## src/rtl/fetch_unit.sv

```systemverilog
// Instruction fetch stage with F/D pipeline register.
// Holds the fetch PC and the D-stage instruction bundle. It detects fetch
// address errors (AdEL) and replaces the faulting instruction with a nop
// that carries exception code 4 into D.
//
// Update priority on each rising clock edge:
//   reset > Req > Stall > flush > normal advance.
// Stall freezes both the PC and the D registers. A flush raised during a
// stall is not latched; the next-PC logic must keep flush high until Stall
// drops for the redirect to take effect.
module fetch_unit (
  input  logic        clk,
  input  logic        reset,
  input  logic [31:0] PCnxt,
  input  logic        nxtBD,
  input  logic        flush,
  input  logic        Stall,
  input  logic        Req,
  input  logic [31:0] F_Instr,
  output logic [31:0] F_PC,
  output logic [31:0] D_PC,
  output logic [31:0] D_Instr,
  output logic        D_BD,
  output logic [4:0]  D_ExcCode
);

  localparam logic [31:0] RESET_PC = 32'h0000_3000;
  localparam logic [31:0] EXC_PC   = 32'h0000_4180;
  localparam logic [31:0] IMEM_LO  = 32'h0000_3000;
  localparam logic [31:0] IMEM_HI  = 32'h0000_6FFF;
  localparam logic [4:0]  EXC_ADEL = 5'd4;

  logic [31:0] pc_q;
  logic        adel;

  // Fetch address error: misaligned or outside instruction memory.
  always_comb begin
    adel = 1'b0;
    if ((pc_q[1:0] != 2'b00) || (pc_q < IMEM_LO) || (pc_q > IMEM_HI)) begin
      adel = 1'b1;
    end
  end

  // PC register and F/D pipeline register, updated in priority order.
  always_ff @(posedge clk or posedge reset) begin
    if (reset) begin
      pc_q      <= RESET_PC;
      D_PC      <= RESET_PC;
      D_Instr   <= 32'h0;
      D_BD      <= 1'b0;
      D_ExcCode <= 5'd0;
    end else if (Req) begin
      pc_q      <= EXC_PC;
      D_PC      <= EXC_PC;
      D_Instr   <= 32'h0;
      D_BD      <= 1'b0;
      D_ExcCode <= 5'd0;
    end else if (Stall) begin
      pc_q      <= pc_q;
      D_PC      <= D_PC;
      D_Instr   <= D_Instr;
      D_BD      <= D_BD;
      D_ExcCode <= D_ExcCode;
    end else if (flush) begin
      pc_q      <= PCnxt;
      D_PC      <= pc_q;
      D_Instr   <= 32'h0;
      D_BD      <= 1'b0;
      D_ExcCode <= 5'd0;
    end else begin
      pc_q      <= PCnxt;
      D_PC      <= pc_q;
      // The delay-slot flag is kept even on AdEL so that EPC = D_PC - 4.
      D_BD      <= nxtBD;
      if (adel) begin
        D_Instr   <= 32'h0;
        D_ExcCode <= EXC_ADEL;
      end else begin
        D_Instr   <= F_Instr;
        D_ExcCode <= 5'd0;
      end
    end
  end

  // The fetch address comes straight from the register, with no combinational input path.
  assign F_PC = pc_q;

endmodule

```

## config.mk

```make
export PLATFORM = sky130hd
export DESIGN_NAME = fetch_unit
export DESIGN_NICKNAME = d
export VERILOG_FILES = /design/src/rtl/fetch_unit.sv
export SDC_FILE = /design/constraint.sdc
export NUM_CORES = 1
export LEC_CHECK = 0
export CAP_MARGIN = 10
export CORE_MARGIN = 2
export CORE_UTILIZATION = 45
export CTS_CLUSTER_DIAMETER = 100
export DETAILED_ROUTE_END_ITERATION = 8
export GPL_TIMING_DRIVEN = 0
export PLACE_DENSITY = 0.85
export SLEW_MARGIN = 20
export SYNTH_ARGS = -nofsm -noshare
export SYNTH_HDL_FRONTEND = slang
export SYNTH_SLANG_ARGS = --single-unit
```

## constraint.sdc

```tcl
create_clock -name clk -period 5.9 [get_ports clk]
set_input_delay 0.885 -clock clk [delete_from_list [all_inputs] [get_ports clk]]
set_output_delay 0.885 -clock clk [all_outputs]
set_load 0.01 [all_outputs]
```

Yosys cells after proc, flatten, opt, wreduce, memory -nomap -nowiden
Index checks and enable logic that the tools add are counted.
{ "op_classes": {"order_cmp": 2, "n_eq_ne": 1, "muxes": 16, "reduce_logical": 3} }
{ "op_table": {"columns": ["operator", "count"], "rows": [
  ["$mux W32", 8],
  ["$gt A32 B15 Y1 const B", 1],
  ["$lt A32 B14 Y1 const B", 1],
  ["$mux W5", 2],
  ["$mux W3", 2],
  ["$mux W1", 4],
  ["$logic_or A1 B1 Y1", 2],
  ["$ne A2 B1 Y1 const B", 1],
  ["$reduce_bool A2 Y1", 1]
]} }
{ "totals": {"ff_bits": 102, "inputBits": 70, "output_inout_bits": 102, "word_cells": 27} }

Logic depth before layout (Yosys ltp)
Gate-level depths: netlist (run 1).
{ "logic_depth": {"depth_word": 8, "depth_mapped": 6, "ltp_nobuf": 4} }

Least setup slack after synthesis (run 1)
OpenSTA, ideal clock, no wires.
{ "synth_timing": {"path_kind": "input-to-reg", "startpoint": "input port Stall", "endpoint": "register D_Instr[0]", "setup_ps": 65, "t_arrival_ps": 1981, "required_time_ps": 5835, "slack_ps": 3853, "path_stages": 5, "n_path_buf": 2, "cell_sequence": "buf_6 -> or3_1 -> nor4_4 -> buf_6 -> a22o_1"} }
{ "synth_between": {"elab_chain_len": 1} }
{ "synth_lines": {"columns": ["item", "line", "source"], "rows": [
  ["start: declaration", "17", "input logic Stall,"],
  ["$ne A2 B1 Y1 (no line)", null, null],
  ["end signal: assignment", "61", "D_Instr <= D_Instr;"],
  ["end signal: assignment", "79", "D_Instr <= F_Instr;"],
  ["end: declaration", "22", "output logic [31:0] D_Instr,"]
]} }
No other way between the ends.
A chain may end at the register's enable or synchronous reset.

Worst setup path after layout (run 1)
{ "layout_timing": {"startpoint": "register pc_q[12], in the netlist F_PC[12]", "endpoint": "output port F_PC[12]"} }
{ "layout_lines": {"columns": ["item", "line", "source"], "rows": [
  ["start: declaration", "33", "logic [31:0] pc_q;"],
  ["start signal: assignment", "59", "pc_q <= pc_q;"],
  ["start signal: assignment", "65", "pc_q <= PCnxt;"],
  ["start signal: assignment", "71", "pc_q <= PCnxt;"],
  ["end: declaration", "20", "output logic [31:0] F_PC,"]
]} }
No word-level cell between the ends.

==> flow_metrics.py, run 1 <==
metrics = {
    "global_route": {
        "grt_antenna_before_repair": 0,
        "use_met2_pct": 35.3,
        "grt_max_degree": 58,
        "top_usage_layer": "met2",
        "track_usage_pct": 22.0,
        "overflow": 0,
        "grt_use_met3_pct": 7.84,
        "use_met1_pct": 29.0,
        "grt_pass1_vias": 3228,
        "grt_pass1_wl_um": 16800,
    },
    "drt": {
        "drtIter0Drc": 79,
        "vias": 3026,
        "firstDrtPassIters": 4,
        "finalWirelength_um": 10100,
        "route.detailed.wl_per_inst_um": 16.8,
        "drtAntennaViolNets": 0,
        "viasPerCell": 5.07,
        "drc_errors": 0,
    },
    "clock_network": {
        "clk_pin_slew_ns": 0.10,
        "cts_resized": 0,
        "clkSinkCount": 98,
        "cts_buffer_depth": 2,
        "worstSkewPairLatency_ns": 0.36,
        "numCtsBuffers": 9,
        "hold_buffers": 0,
        "cts_root_buf": "clkbuf_8",
        "postCtsSetupBuffers": 0,
        "cts_tree": "built",
        "cts.htree.levels": 3,
    },
    "synth": {
        "syn_inst": 303,
        "ys_ff_latch": 98,
        "yosysWarnings": 0,
        "synth_top_area_cell": "dfrtp_1",
        "synth.avg_cell_area_um2": 12.9,
        "synth_cell_type_count": 24,
        "synth_top_area_share_pct": 60.0,
        "yosys-top-cells-area": "dfrtp_1, mux2i_1, a22o_1",
        "ys_seq_area_share_pct": 62.6,
        "syn_area_um2": 3920,
    },
    "timing": {
        "max-slew-margin-rel_pct": 64.4,
        "finalHoldWorstSlack_ns": 0.475,
        "clock_skew_ns": 0.0114,
        "finalMaxSlewViolations": 0,
        "max_freq_ghz": 0.423,
        "worst_pin_slew_ns": 0.534,
        "fin_crit_ns": 2.36,
        "grt_setup_unrepaired": "no",
        "hold_viol_final": 0,
        "min_period_over_period_pct": 40.1,
        "setup_tns_ns": 0,
        "setup_ws_ns": 3.54,
        "finalSetupViolCount": 0,
    },
    "placement": {
        "placed_area_um2": 5760,
        "place_ws_ns": 3.26,
        "dp_cells": 581,
        "port_buffers": 166,
        "place.gp.congestion": 0.812,
        "hpwl_um": 7460,
    },
    "worst_setup_path": {
        "cp-end-kind": "primary output",
        "crit_chain": "clkdlybuf4s50_1",
        "crit_path_start_kind": "flop",
        "path_class": "reg2out",
        "critPathTopFamily": "flip-flops",
        "worst-path-buf-inv": 1,
        "critPathSlowestCell": "dfstp_2",
        "critPathArrivalTime_ns": 1.48,
        "crit_fanout": 5,
        "max_stage_delay_ns": 0.58,
        "cp.required_ns": 5.02,
    },
    "pwr": {
        "swShare_pct": 24.8,
        "power_frac_comb_pct": 14.6,
        "p_int_mw": 1.02,
        "seq_power_share_pct": 52.9,
        "power.total_mw": 1.35,
        "peakVddDrop_uv": 140,
        "power.leakage_nw": 2.75,
        "powerDensity_nw_per_um2": 226,
        "clock_power_share_pct": 32.6,
        "switching_power_mw": 0.335,
    },
    "finish": {
        "finalNetCount": 554,
        "n_antenna_cell": 0,
        "area_growth_syn_to_layout_pct": 52.1,
        "instances_no_fill": 597,
        "final_common_cell": "clkdlybuf4s50_1",
        "final_area_um2": 5970,
        "final_core_util_pct": 69.4,
        "drive_gt1_share_pct": 7.98,
        "final_cell_mix": "clkdlybuf4s50_1, dfrtp_1, mux2i_1, nor2_1, a22o_1",
    },
    "floorplanning": {
        "design.portCount": 172,
        "core_um2": 8590,
        "rows": 34,
        "start_util_pct": 45.6,
        "dieArea_um2": 9480,
        "die_w_um": 97.4,
        "die_h_um": 97.4,
    },
    "job": {
        "drv_cap": 0,
    },
    "status": {
        "outcome": "finished clean",
    },
    "worst_hold_path": {
        "hold_path_class": "reg2reg",
    },
}
-- worst min-delay path, delay by kind of cell, from the launching register on --
| family | cells | cell delay, ns |
|---|---|---|
| flops | 1 | 0.35 |
| simple gates | 2 | 0.10 |
-- kinds of logic (layout without fill, tap and decap cells) --
family / count (synthesis) / after routing / share of synthesized area (%)
compound gates: 42 / 42 / 9.28
buf+inv: 27 / 210 / 3.92
flops: 98 / 98 / 62.6
mux: 58 / 58 / 14.8
other cells: 1 / 4 / 0.0956
simple gates: 77 / 77 / 9.25
-- power by group through the flow --
stage	combinational (mW)	clock, mW	sequential, mW
final	0.197	0.440	0.714
after global routing	0.214	0.478	0.718
after CTS	0.200	0.452	0.714
after detailed placement	0.199	0	0.727
after global placement	0.192	0	0.725
after floorplan	0.0746	0	0.733
-- per-layer routing --
layer	up-vias	share of wire (%)
met5	-	0
met4	0	0.64
met3	5	8.7
met2	123	47
met1	1491	44
li1	1407	-
-- layout make-up --
| cell class | instances | area (um^2) |
|---|---|---|
| plain buffers | 26 | 150 |
| clock buffers | 11 | 141 |
| clock inverters | 5 | 62.6 |
| fillers | 664 | 2630 |
| inverters | 1 | 8.76 |
| multi-input cells | 181 | 1320 |
| flip-flops and latches | 98 | 2460 |
| well taps | 108 | 135 |
| repair buffers | 167 | 1690 |
-- cells in the mapped netlist, drive strengths merged --
master  count
mux2i      58
clkbuf     12
a21boi      1
conb        1
and3b       1
inv         1
o211ai      1
a211o       6
a22o       33
nor3        1
buf        14
nor4        5
nand2       3
dfrtp      94
dfstp       4
o31ai       1
or3         2
nor2b       7
nor2       58
-- state kept, by name, indices dropped and copies added, names as in the netlist --
| register | cells |
|---|---|
| D_Instr | 32 |
| D_PC | 32 |
| F_PC | 32 |
| D_BD | 1 |
| D_ExcCode | 1 |
-- final timing paths --
| path | slack (ns) | to | cells past startpoint | start |
|---|---|---|---|---|
| worst max-delay path | 3.54 | F_PC[12] | 1 | F_PC[12] |
| worst min-delay path | 0.47 | D_ExcCode[2] | 2 | D_ExcCode[2] |
| worst max register to register | 3.99 | D_Instr[21] | 5 | F_PC[17] |
| worst min register to register | 0.47 | D_ExcCode[2] | 2 | D_ExcCode[2] |
| max in group asynchronous | 4.34 | D_PC[12] | 3 | reset |
| min in group asynchronous | 0.91 | D_Instr[3] | 2 | reset |
Power figures use the tool's default switching activity.
==> run 2, diff against run 1 <==
--- a/config.mk
+++ b/config.mk
@@ -7,11 +7,11 @@
 export LEC_CHECK = 0
 export CAP_MARGIN = 10
 export CORE_MARGIN = 2
-export CORE_UTILIZATION = 45
+export CORE_UTILIZATION = 38
 export CTS_CLUSTER_DIAMETER = 100
 export DETAILED_ROUTE_END_ITERATION = 8
 export GPL_TIMING_DRIVEN = 0
-export PLACE_DENSITY = 0.85
+export PLACE_DENSITY = 0.76
 export SLEW_MARGIN = 20
 export SYNTH_ARGS = -nofsm -noshare
 export SYNTH_HDL_FRONTEND = slang
==> constraint.sdc (replaced) <==
create_clock -name clk -period 1.9 [get_ports clk]
set_input_delay 0.285 -clock clk [delete_from_list [all_inputs] [get_ports clk]]
set_output_delay 0.285 -clock clk [all_outputs]
set_load 0.01 [all_outputs]
==> flow_metrics.py, run 2 (synthesis results as in run 1) <==
metrics = {
    "timing": {
        "hold_viol_final": 0,
        "grt_setup_unrepaired": "no",
        "finalHoldWorstSlack_ns": 0.221,
        "max_freq_ghz": 0.569,
        "fin_crit_ns": 1.76,
        "min_period_over_period_pct": 92.5,
        "worst_pin_slew_ns": 0.570,
        "finalSetupViolCount": 0,
        "clock_skew_ns": 0.0150,
        "max-slew-margin-rel_pct": 62.0,
        "finalMaxSlewViolations": 0,
    },
    "pwr": {
        "peakVddDrop_uv": 322,
        "power.leakage_nw": 2.75,
        "powerDensity_nw_per_um2": 670,
    },
    "worst_setup_path": {
        "critPathSlowestCell": "dfstp_2",
        "worst-path-buf-inv": 1,
        "cp.required_ns": 1.62,
        "setup.worst_path.start": "F_PC[13]",
        "crit_fanout": 5,
        "path_class": "reg2out",
        "critPathTopFamily": "flip-flops",
        "max_stage_delay_ns": 0.57,
        "crit_path_start_kind": "flop",
        "crit_chain": "clkdlybuf4s50_1",
        "r2r-start": "F_PC[25]",
        "critPathArrivalTime_ns": 1.47,
        "cp-end-kind": "primary output",
    },
    "floorplanning": {
        "dieArea_um2": 11200,
        "design.portCount": 172,
        "start_util_pct": 38.5,
        "rows": 37,
        "die_h_um": 106,
        "core_um2": 10200,
        "die_w_um": 106,
    },
    "finish": {
        "seq_area_um2": 2460,
        "fillCellCount": 882,
        "final_area_um2": 6030,
        "final_core_util_pct": 59.2,
        "final_common_cell": "clkdlybuf4s50_1",
        "finalNetCount": 558,
        "drive_gt1_share_pct": 8.92,
        "n_antenna_cell": 0,
        "final_cell_mix": "clkdlybuf4s50_1, dfrtp_1, mux2i_1, nor2_1, a22o_1",
        "area_growth_syn_to_layout_pct": 53.8,
        "multi_input_area_um2": 1340,
    },
    "status": {
        "outcome": "finished clean",
    },
    "drt": {
        "drtIter0Drc": 135,
        "drc_errors": 0,
        "viasPerCell": 4.91,
        "finalWirelength_um": 10200,
        "route.detailed.wl_per_inst_um": 16.3,
        "firstDrtPassIters": 4,
        "vias": 3088,
        "drtAntennaViolNets": 0,
    },
    "global_route": {
        "overflow": 0,
        "track_usage_pct": 19.0,
        "grt_antenna_before_repair": 0,
        "grt_pass1_vias": 3189,
        "grt_pass1_wl_um": 16700,
        "grt_max_degree": 36,
    },
    "clock_network": {
        "numCtsBuffers": 9,
        "worstSkewPairLatency_ns": 0.35,
        "clk_pin_slew_ns": 0.10,
        "cts.htree.levels": 3,
        "cts_tree": "built",
        "cts_buffer_depth": 2,
        "cts_root_buf": "clkbuf_8",
        "clkSinkCount": 98,
    },
    "placement": {
        "placed_area_um2": 5830,
        "hpwl_um": 7600,
        "port_buffers": 166,
        "place.gp.congestion": 0.721,
    },
    "job": {
        "drv_cap": 0,
    },
    "worst_hold_path": {
        "hold_path_class": "in2async",
    },
}
-- run 2: cell types whose count changed in the layout (fill, tap and decap cells not counted), sizes merged --
cell | before | now
inv | 2 | 1
bufinv | 1 | 0
clkinvlp | 2 | 4
buf | 15 | 19
-- run 2: path summary, 6_finish.rpt --
check	endpoint	slack [ns]	depth (start not counted)
max in group asynchronous	D_PC[19]	1.04	4
min reg2reg	D_ExcCode[2]	0.47	2
min in group clk	D_PC[14]	0.28	3
max reg2reg	D_Instr[11]	0.15	6
min	D_Instr[0]	0.22	2
max	F_PC[13]	0.14	1
-- run 2: power by group --
group          switching, mW  leakage [nW]  internal, mW
combinational          0.268          1.37         0.357
sequential            0.0607          1.31          2.16
clock                  0.714        0.0762         0.484
total                   1.04          2.75          3.00
-- run 2: stage by stage --
stage	total power, mW	worst slack (ns)	cells	TNS, ns
after CTS	4.10	0.0320	629	0
final	4.04	0.143	629	0
after global routing	4.24	0.0136	629	0
after detailed placement	2.88	-0.133	611	-5.18
after floorplan	2.51	0.319	306	0
after global placement	2.86	-0.533	608	-53.22
-- run 2: cell type report --
| type | count | area share [%] |
|---|---|---|
| Timing Repair Buffer | 171 | 28.9 |
| Multi-Input combinational cell | 181 | 22.1 |
| Inverter | 1 | 0.124 |
| Tap cell | 136 | 2.82 |
| Clock inverter | 5 | 0.664 |
| Buffer | 26 | 2.49 |
| Clock buffer | 11 | 2.18 |
| Sequential cell | 98 | 40.7 |
-- run 2: per-layer routing --
metal	vias to the layer above	routed length [um]	GRT usage, %
li1	1422	-	-
met2	121	4920	30.9
met3	11	621	4.45
met4	0	124	4.98
met1	1534	4560	25.6
met5	-	0	0
-- run 2: repair_timing --
action | 4_1_cts | 5_1_grt
resized for setup | 2 | 1
buffers inserted | 2 | 0
pin swaps | 2 | 2
hold buffers | 0 | 0
setup endpoints to repair | 30 | 30
